File: src/rtl/mem_port_arbiter_if.sv
// rtl/mem_port_arbiter_if.sv - requester, program-load and SRAM signals of the shared memory port
interface mem_port_arbiter_if #(
  parameter int ADDR_W = 10,
  parameter int DATA_W = 32
);
  logic              EN;
  logic              TB_LOAD_CTRL;
  logic [ADDR_W-1:0] TB_LOAD_ADDR;
  logic [DATA_W-1:0] TB_LOAD_DATA;
  logic              IF_REQ;
  logic [ADDR_W-1:0] IF_ADDR;
  logic              IF_GNT;
  logic              IF_RVALID;
  logic [DATA_W-1:0] IF_RDATA;
  logic              DM_REQ;
  logic              DM_WE;
  logic [ADDR_W-1:0] DM_ADDR;
  logic [DATA_W-1:0] DM_WDATA;
  logic [3:0]        DM_BE;
  logic              DM_GNT;
  logic              DM_RVALID;
  logic [DATA_W-1:0] DM_RDATA;
  logic              MEM_CSB;
  logic              MEM_WE;
  logic [ADDR_W-1:0] MEM_ADDR;
  logic [DATA_W-1:0] MEM_WDATA;
  logic [3:0]        MEM_BE;
  logic [DATA_W-1:0] MEM_RDATA;
  logic              STALL_IF;
  logic              STALL_MEM;
  logic              BUSY;

  modport slave (
    input  EN, TB_LOAD_CTRL, TB_LOAD_ADDR, TB_LOAD_DATA,
    input  IF_REQ, IF_ADDR,
    input  DM_REQ, DM_WE, DM_ADDR, DM_WDATA, DM_BE,
    input  MEM_RDATA,
    output IF_GNT, IF_RVALID, IF_RDATA,
    output DM_GNT, DM_RVALID, DM_RDATA,
    output MEM_CSB, MEM_WE, MEM_ADDR, MEM_WDATA, MEM_BE,
    output STALL_IF, STALL_MEM, BUSY
  );

  modport master (
    output EN, TB_LOAD_CTRL, TB_LOAD_ADDR, TB_LOAD_DATA,
    output IF_REQ, IF_ADDR,
    output DM_REQ, DM_WE, DM_ADDR, DM_WDATA, DM_BE,
    output MEM_RDATA,
    input  IF_GNT, IF_RVALID, IF_RDATA,
    input  DM_GNT, DM_RVALID, DM_RDATA,
    input  MEM_CSB, MEM_WE, MEM_ADDR, MEM_WDATA, MEM_BE,
    input  STALL_IF, STALL_MEM, BUSY
  );
endinterface

File: src/rtl/mem_port_arbiter.sv
// rtl/mem_port_arbiter.sv - single-port SRAM arbiter: program load > data > fetch, with fetch anti-starvation
module mem_port_arbiter #(
  parameter int ADDR_W         = 10,
  parameter int DATA_W         = 32,
  parameter int MAX_DATA_BURST = 4
) (
  input logic              CLK,
  input logic              RST,
  mem_port_arbiter_if.slave bus
);
  typedef enum logic [1:0] {RUN, LOAD, DRAIN} state_t;
  typedef enum logic [1:0] {OWN_NONE, OWN_IF, OWN_DM} owner_t;

  localparam logic [3:0] MAX_B = 4'(MAX_DATA_BURST);

  state_t            state_q, state_d;
  owner_t            owner_q, owner_d;
  logic [3:0]        streak_q, streak_d;
  logic [DATA_W-1:0] if_rdata_q, if_rdata_d;
  logic [DATA_W-1:0] dm_rdata_q, dm_rdata_d;
  logic              can_grant, if_gnt, dm_gnt, load_cmd;

  always_comb begin
    load_cmd  = ~RST & bus.TB_LOAD_CTRL;
    can_grant = ~RST & (state_q == RUN) & bus.EN & ~bus.TB_LOAD_CTRL;
    // Once the data streak hits the limit a waiting fetch wins the next slot.
    dm_gnt    = can_grant & bus.DM_REQ & ~(bus.IF_REQ & (streak_q == MAX_B));
    if_gnt    = can_grant & bus.IF_REQ & ~dm_gnt;
  end

  always_comb begin
    bus.MEM_CSB   = 1'b1;
    bus.MEM_WE    = 1'b0;
    bus.MEM_ADDR  = '0;
    bus.MEM_WDATA = '0;
    bus.MEM_BE    = 4'h0;
    if (load_cmd) begin
      bus.MEM_CSB   = 1'b0;
      bus.MEM_WE    = 1'b1;
      bus.MEM_ADDR  = bus.TB_LOAD_ADDR;
      bus.MEM_WDATA = bus.TB_LOAD_DATA;
      bus.MEM_BE    = 4'hF;
    end else if (dm_gnt) begin
      bus.MEM_CSB   = 1'b0;
      bus.MEM_WE    = bus.DM_WE;
      bus.MEM_ADDR  = bus.DM_ADDR;
      bus.MEM_WDATA = bus.DM_WE ? bus.DM_WDATA : '0;
      bus.MEM_BE    = bus.DM_WE ? bus.DM_BE : 4'hF;
    end else if (if_gnt) begin
      bus.MEM_CSB   = 1'b0;
      bus.MEM_ADDR  = bus.IF_ADDR;
      bus.MEM_BE    = 4'hF;
    end
  end

  always_comb begin
    state_d = state_q;
    case (state_q)
      RUN:     if (bus.TB_LOAD_CTRL) state_d = LOAD;
      LOAD:    if (!bus.TB_LOAD_CTRL) state_d = DRAIN;
      DRAIN:   state_d = bus.TB_LOAD_CTRL ? LOAD : RUN;
      default: state_d = RUN;
    endcase

    streak_d = streak_q;
    if (can_grant) begin
      if (!bus.IF_REQ || if_gnt) streak_d = 4'd0;
      else if (dm_gnt && streak_q != MAX_B) streak_d = streak_q + 4'd1;
    end

    if (if_gnt)                     owner_d = OWN_IF;
    else if (dm_gnt && !bus.DM_WE)  owner_d = OWN_DM;
    else                            owner_d = OWN_NONE;

    if_rdata_d = (owner_q == OWN_IF) ? bus.MEM_RDATA : if_rdata_q;
    dm_rdata_d = (owner_q == OWN_DM) ? bus.MEM_RDATA : dm_rdata_q;
  end

  always_ff @(posedge CLK) begin
    if (RST) begin
      state_q    <= RUN;
      owner_q    <= OWN_NONE;
      streak_q   <= 4'd0;
      if_rdata_q <= '0;
      dm_rdata_q <= '0;
    end else begin
      state_q    <= state_d;
      owner_q    <= owner_d;
      streak_q   <= streak_d;
      if_rdata_q <= if_rdata_d;
      dm_rdata_q <= dm_rdata_d;
    end
  end

  // Return data is bypassed in the return cycle and held in the _q register afterwards.
  assign bus.IF_GNT    = if_gnt;
  assign bus.DM_GNT    = dm_gnt;
  assign bus.IF_RVALID = ~RST & (owner_q == OWN_IF);
  assign bus.DM_RVALID = ~RST & (owner_q == OWN_DM);
  assign bus.IF_RDATA  = RST ? '0 : if_rdata_d;
  assign bus.DM_RDATA  = RST ? '0 : dm_rdata_d;
  assign bus.STALL_IF  = ~RST & bus.IF_REQ & ~if_gnt;
  assign bus.STALL_MEM = ~RST & bus.DM_REQ & ~dm_gnt;
  assign bus.BUSY      = ~RST & ((state_q != RUN) | (owner_q != OWN_NONE));
endmodule

File: src/flat_wrapper.sv
// flat-port wrapper written by rule: the top's interface ports become plain ports
module mem_port_arbiter_flat 
#(
  parameter int ADDR_W         = 10,
  parameter int DATA_W         = 32,
  parameter int MAX_DATA_BURST = 4
)
  (CLK, RST, bus_EN, bus_TB_LOAD_CTRL, bus_TB_LOAD_ADDR, bus_TB_LOAD_DATA, bus_IF_REQ, bus_IF_ADDR, bus_DM_REQ, bus_DM_WE, bus_DM_ADDR, bus_DM_WDATA, bus_DM_BE, bus_MEM_RDATA, bus_IF_GNT, bus_IF_RVALID, bus_IF_RDATA, bus_DM_GNT, bus_DM_RVALID, bus_DM_RDATA, bus_MEM_CSB, bus_MEM_WE, bus_MEM_ADDR, bus_MEM_WDATA, bus_MEM_BE, bus_STALL_IF, bus_STALL_MEM, bus_BUSY);
  mem_port_arbiter_if #(.ADDR_W(ADDR_W), .DATA_W(DATA_W)) bus_i ();
  input logic CLK;
  input logic RST;
  input wire logic [$bits(bus_i.EN)-1:0] bus_EN;
  input wire logic [$bits(bus_i.TB_LOAD_CTRL)-1:0] bus_TB_LOAD_CTRL;
  input wire logic [$bits(bus_i.TB_LOAD_ADDR)-1:0] bus_TB_LOAD_ADDR;
  input wire logic [$bits(bus_i.TB_LOAD_DATA)-1:0] bus_TB_LOAD_DATA;
  input wire logic [$bits(bus_i.IF_REQ)-1:0] bus_IF_REQ;
  input wire logic [$bits(bus_i.IF_ADDR)-1:0] bus_IF_ADDR;
  input wire logic [$bits(bus_i.DM_REQ)-1:0] bus_DM_REQ;
  input wire logic [$bits(bus_i.DM_WE)-1:0] bus_DM_WE;
  input wire logic [$bits(bus_i.DM_ADDR)-1:0] bus_DM_ADDR;
  input wire logic [$bits(bus_i.DM_WDATA)-1:0] bus_DM_WDATA;
  input wire logic [$bits(bus_i.DM_BE)-1:0] bus_DM_BE;
  input wire logic [$bits(bus_i.MEM_RDATA)-1:0] bus_MEM_RDATA;
  output wire logic [$bits(bus_i.IF_GNT)-1:0] bus_IF_GNT;
  output wire logic [$bits(bus_i.IF_RVALID)-1:0] bus_IF_RVALID;
  output wire logic [$bits(bus_i.IF_RDATA)-1:0] bus_IF_RDATA;
  output wire logic [$bits(bus_i.DM_GNT)-1:0] bus_DM_GNT;
  output wire logic [$bits(bus_i.DM_RVALID)-1:0] bus_DM_RVALID;
  output wire logic [$bits(bus_i.DM_RDATA)-1:0] bus_DM_RDATA;
  output wire logic [$bits(bus_i.MEM_CSB)-1:0] bus_MEM_CSB;
  output wire logic [$bits(bus_i.MEM_WE)-1:0] bus_MEM_WE;
  output wire logic [$bits(bus_i.MEM_ADDR)-1:0] bus_MEM_ADDR;
  output wire logic [$bits(bus_i.MEM_WDATA)-1:0] bus_MEM_WDATA;
  output wire logic [$bits(bus_i.MEM_BE)-1:0] bus_MEM_BE;
  output wire logic [$bits(bus_i.STALL_IF)-1:0] bus_STALL_IF;
  output wire logic [$bits(bus_i.STALL_MEM)-1:0] bus_STALL_MEM;
  output wire logic [$bits(bus_i.BUSY)-1:0] bus_BUSY;
  assign bus_i.EN = bus_EN;
  assign bus_i.TB_LOAD_CTRL = bus_TB_LOAD_CTRL;
  assign bus_i.TB_LOAD_ADDR = bus_TB_LOAD_ADDR;
  assign bus_i.TB_LOAD_DATA = bus_TB_LOAD_DATA;
  assign bus_i.IF_REQ = bus_IF_REQ;
  assign bus_i.IF_ADDR = bus_IF_ADDR;
  assign bus_i.DM_REQ = bus_DM_REQ;
  assign bus_i.DM_WE = bus_DM_WE;
  assign bus_i.DM_ADDR = bus_DM_ADDR;
  assign bus_i.DM_WDATA = bus_DM_WDATA;
  assign bus_i.DM_BE = bus_DM_BE;
  assign bus_i.MEM_RDATA = bus_MEM_RDATA;
  assign bus_IF_GNT = bus_i.IF_GNT;
  assign bus_IF_RVALID = bus_i.IF_RVALID;
  assign bus_IF_RDATA = bus_i.IF_RDATA;
  assign bus_DM_GNT = bus_i.DM_GNT;
  assign bus_DM_RVALID = bus_i.DM_RVALID;
  assign bus_DM_RDATA = bus_i.DM_RDATA;
  assign bus_MEM_CSB = bus_i.MEM_CSB;
  assign bus_MEM_WE = bus_i.MEM_WE;
  assign bus_MEM_ADDR = bus_i.MEM_ADDR;
  assign bus_MEM_WDATA = bus_i.MEM_WDATA;
  assign bus_MEM_BE = bus_i.MEM_BE;
  assign bus_STALL_IF = bus_i.STALL_IF;
  assign bus_STALL_MEM = bus_i.STALL_MEM;
  assign bus_BUSY = bus_i.BUSY;
  mem_port_arbiter #(.ADDR_W(ADDR_W), .DATA_W(DATA_W), .MAX_DATA_BURST(MAX_DATA_BURST)) u_core (.CLK(CLK), .RST(RST), .bus(bus_i));
endmodule
File: config.mk
export PLATFORM = sky130hd
export DESIGN_NAME = mem_port_arbiter_flat
export DESIGN_NICKNAME = d
export VERILOG_FILES = /design/src/rtl/mem_port_arbiter_if.sv /design/src/rtl/mem_port_arbiter.sv /design/src/flat_wrapper.sv
export SDC_FILE = /design/constraint.sdc
export NUM_CORES = 1
export LEC_CHECK = 0
export CAP_MARGIN = 20
export CORE_MARGIN = 2
export CORE_UTILIZATION = 39
export CTS_BUF_LIST = sky130_fd_sc_hd__clkbuf_8
export DETAILED_ROUTE_END_ITERATION = 10
export PLACE_DENSITY = 0.89
export RECOVER_POWER = 25
export SYNTH_ARGS = -nofsm -noshare
export SYNTH_HDL_FRONTEND = slang
export SYNTH_SLANG_ARGS = --single-unit
File: constraint.sdc
create_clock -name CLK -period 5 [get_ports CLK]
set_input_delay 1 -clock CLK [delete_from_list [all_inputs] [get_ports CLK]]
set_output_delay 1 -clock CLK [all_outputs]
set_load 0.005 [all_outputs]
==> results of run 1 <==
Yosys cell counts:
cell type / n
nand3_1: 2
nor2_1: 5
nor2_4: 1
nor2b_1: 6
nand2b_1: 7
buf_6: 2
buf_1: 1
nand2_1: 152
nor4_1: 2
a21oi_1: 67
a2111oi_2: 8
o31a_1: 4
a221o_1: 10
a211o_1: 1
clkbuf_2: 1
a31oi_1: 1
or3_4: 1
nand4b_1: 2
ha_1: 2
o21ai_0: 3
and2_1: 3
nor3_2: 1
o32ai_1: 1
o31ai_4: 1
a2111oi_0: 2
or3_1: 1
inv_1: 15
o211ai_1: 1
a32o_1: 20
buf_2: 4
o31ai_1: 13
and3_1: 13
nand3b_1: 1
dfxtp_1: 72
nand4_1: 3
clkbuf_1: 36
placed cells by master, fill, tap and decap left out, types with 4 or more instances in the layout:
cell type	netlist	layout
buf_4	0	12
and3_1	13	13
clkbuf_8	0	10
a2111oi_2	8	8
a221o_1	10	10
nand2_1	152	152
o31a_1	4	4
a32o_1	20	20
nand2b_1	7	7
o31ai_1	13	13
clkdlybuf4s50_1	0	253
dfxtp_1	72	72
inv_1	15	16
nor2_1	5	5
a21oi_1	67	67
registers in the layout, indices dropped and copies added (netlist names):
register,cells
u_core.dm_rdata_q,32
u_core.if_rdata_q,32
u_core.streak_q,4
u_core.owner_q,2
u_core.state_q,2
cell families after synthesis:
kind of cell,count (synthesis),synth area share (%)
compound gates,132,27.36
buf+inv,59,6.821
flops,72,40.51
fa+ha+maj,2,0.7031
simple gates,200,24.61
worst paths after layout:
kind | endpoint | slack, ps | depth (start not counted) | start
worst max-delay path | bus_MEM_WDATA[26] | 610 | 5 | bus_TB_LOAD_CTRL
worst min-delay path | u_core.dm_rdata_q[0]$_DFF_P_ | 460 | 2 | u_core.dm_rdata_q[0]$_DFF_P_
worst max register to register | u_core.owner_q[0]$_SDFF_PP0_ | 3210 | 3 | u_core.state_q[0]$_SDFFE_PP0P_
worst min register to register | u_core.dm_rdata_q[0]$_DFF_P_ | 460 | 2 | u_core.dm_rdata_q[0]$_DFF_P_
metal layers:
layer  part of all wire (%)  up-vias  GRT usage [%]
li1                       -     2087              -
met1                     39     2059          32.00
met2                     47      203          45.58
met3                    9.2       39          9.979
met4                    3.9        4          12.33
met5                   0.18        -              0
power groups by stage:
stage                     clock, mW  combinational (mW)  sequential [mW]
after floorplan                   0              0.0797            0.593
after global placement            0               0.257            0.593
after detailed placement          0               0.262            0.594
after CTS                     0.562               0.264            0.580
after global routing          0.589               0.279            0.581
final                         0.549               0.264            0.580
tightest hold or removal path: stages (launching register included):
cell and delay (ps):
dfxtp_1 300, nand2_1 40, a21oi_1 70
metrics by stage:
stage	worst slack [ps]	instances	utilization [%]
floorplan	1896	465	-
global placement	771.0	796	69.86
detailed placement	719.2	796	69.86
CTS	706.6	812	72.65
global route	514.3	812	72.63
finish	614.5	813	72.66
layout make-up:
type	instances	area, um^2	area share [%]
Antenna cell	1	2.502	0.03911
Clock inverter	6	107.6	1.682
Clock buffer	10	137.6	2.151
Timing Repair Buffer	267	2636	41.20
Sequential cell	72	1441	22.53
Inverter	15	56.30	0.8799
Multi-Input combinational cell	334	1882	29.41
Tap cell	108	135.1	2.112
==> impl_metrics.json, run 1 <==
{
  "crit_type": "input pin to output port",
  "filler_cell_count": 675,
  "detailed_route_wl_um": 14270,
  "cpLargestDelayFamily": "buffers and inverters",
  "mappedNetlistNets": 604,
  "cellInternalPower_mw": 1.084,
  "timing.critical_path.buf_inv": 2,
  "grt_first_pass_wirelength_um": 21690,
  "yosys.area.top_type_share_pct": 40.51,
  "grt_start_max_net_pins": 76,
  "numPortBuffers": 255,
  "finish.instance_area_um2": 6399,
  "max_freq_ghz": 0.2280,
  "clkSlewWorstSetupHoldPaths_ps": 70,
  "cp_data_arrival_time_ps": 3390,
  "drive_gt1_share_pct": 5.966,
  "drt-vias-per-instance": 5.402,
  "dieHeight_um": 99.52,
  "critPathMaxStageDelay_ps": 600,
  "floorplan.initialDensity_pct": 40.41,
  "area.growth.synth_to_final_pct": 79.82,
  "final.min_clock_period_ps": 4385,
  "timing.critical_path.from_type": "input pin",
  "critPathCaptureType": "output port",
  "finish.net_count": 838,
  "switchingPower_mw": 0.3098,
  "final.period_utilization_pct": 87.71,
  "vdd_drop_max_v": 0.0001533,
  "postCtsSetupBuffers": 0,
  "max_slew_headroom_at_the_worst_pin_pct": 46.21,
  "synth.yosys.warnings": 0,
  "post-route-drc-count": 0,
  "cts.htree.levels": 3,
  "grt_antenna_before_repair": 3,
  "pwr-share-seq_pct": 41.6,
  "path_cells": "dlygate4sd3_1 > or3_4 > nor2_4 > a32o_1 > clkdlybuf4s50_1",
  "die_area_um2": 9904,
  "critPathRequiredTime_ps": 4000,
  "grt_pass1_vias": 4303,
  "ys_types": 36,
  "detail-route-antenna-nets": 0,
  "drt_first_iter_violations": 194,
  "postCtsHoldBufs": 0,
  "share_clk_of_total_power_pct": 39.4,
  "clk_path_buf_depth": 2,
  "detailed_place.area_um2": 6152,
  "cts-buffers-inserted": 9,
  "netlist_area_um2": 3558,
  "core_region_area_um2": 8806,
  "wire_per_inst_um": 17.55,
  "worst_skew_pair.late_latency_ps": 330,
  "cellLeakagePower_nw": 2.237,
  "setup_viol": 0,
  "cts_repair_resize_count": 0,
  "synth.ff_latch_count": 72,
  "status": "finished clean",
  "drt-pass1-iter-count": 6,
  "worst_clock_skew_ps": 11.30,
  "drv_cap": 0,
  "rsz0062_at_grt": "false",
  "gp_congestion": 0.9486,
  "power_per_cell_area_nw_per_um2": 217.9,
  "cts.root.buffer_cell": "clkbuf_8",
  "fin_tns_setup_ps": 0,
  "drv_slew": 0,
  "io-pin-count": 256,
  "grt.overflow.total": 0,
  "cts_tree": "done",
  "cts.sink_count": 72,
  "holdCritPathClass": "register to register",
  "finalHoldViolCount": 0,
  "path_max_fanout": 25,
  "ys_seq_area_share_pct": 40.51,
  "rows": 34,
  "detailed_place_hpwl_um": 10910,
  "synthesis.instances": 465,
  "synth_area_leaders": "dfxtp_1, nand2_1, a21oi_1",
  "dieWidth_um": 99.52,
  "fin_hold_ws_ps": 460.6,
  "final_total_power_mw": 1.394,
  "synth_area_per_cell_um2": 7.653,
  "cp_slowest_cell": "dlygate4sd3_1",
  "synthDominantAreaCellType": "dfxtp_1",
  "tightestPinTransition_ps": 806.8,
  "dr_total_vias": 4392,
  "sw_share_pct": 22.22,
  "grt_use_total_pct": 27.57,
  "power.share.combinational_pct": 19.0
}
Power figures use the tool's default switching activity.
==> run 2: changes to the inputs <==
--- a/config.mk
+++ b/config.mk
@@ -9,6 +9,7 @@
 export CORE_MARGIN = 2
 export CORE_UTILIZATION = 39
 export CTS_BUF_LIST = sky130_fd_sc_hd__clkbuf_8
+export CTS_CLUSTER_SIZE = 25
 export DETAILED_ROUTE_END_ITERATION = 10
 export PLACE_DENSITY = 0.89
 export RECOVER_POWER = 25
==> results of run 2 <==
No change in the layout: final DEF, timing and power equal those of run 1.
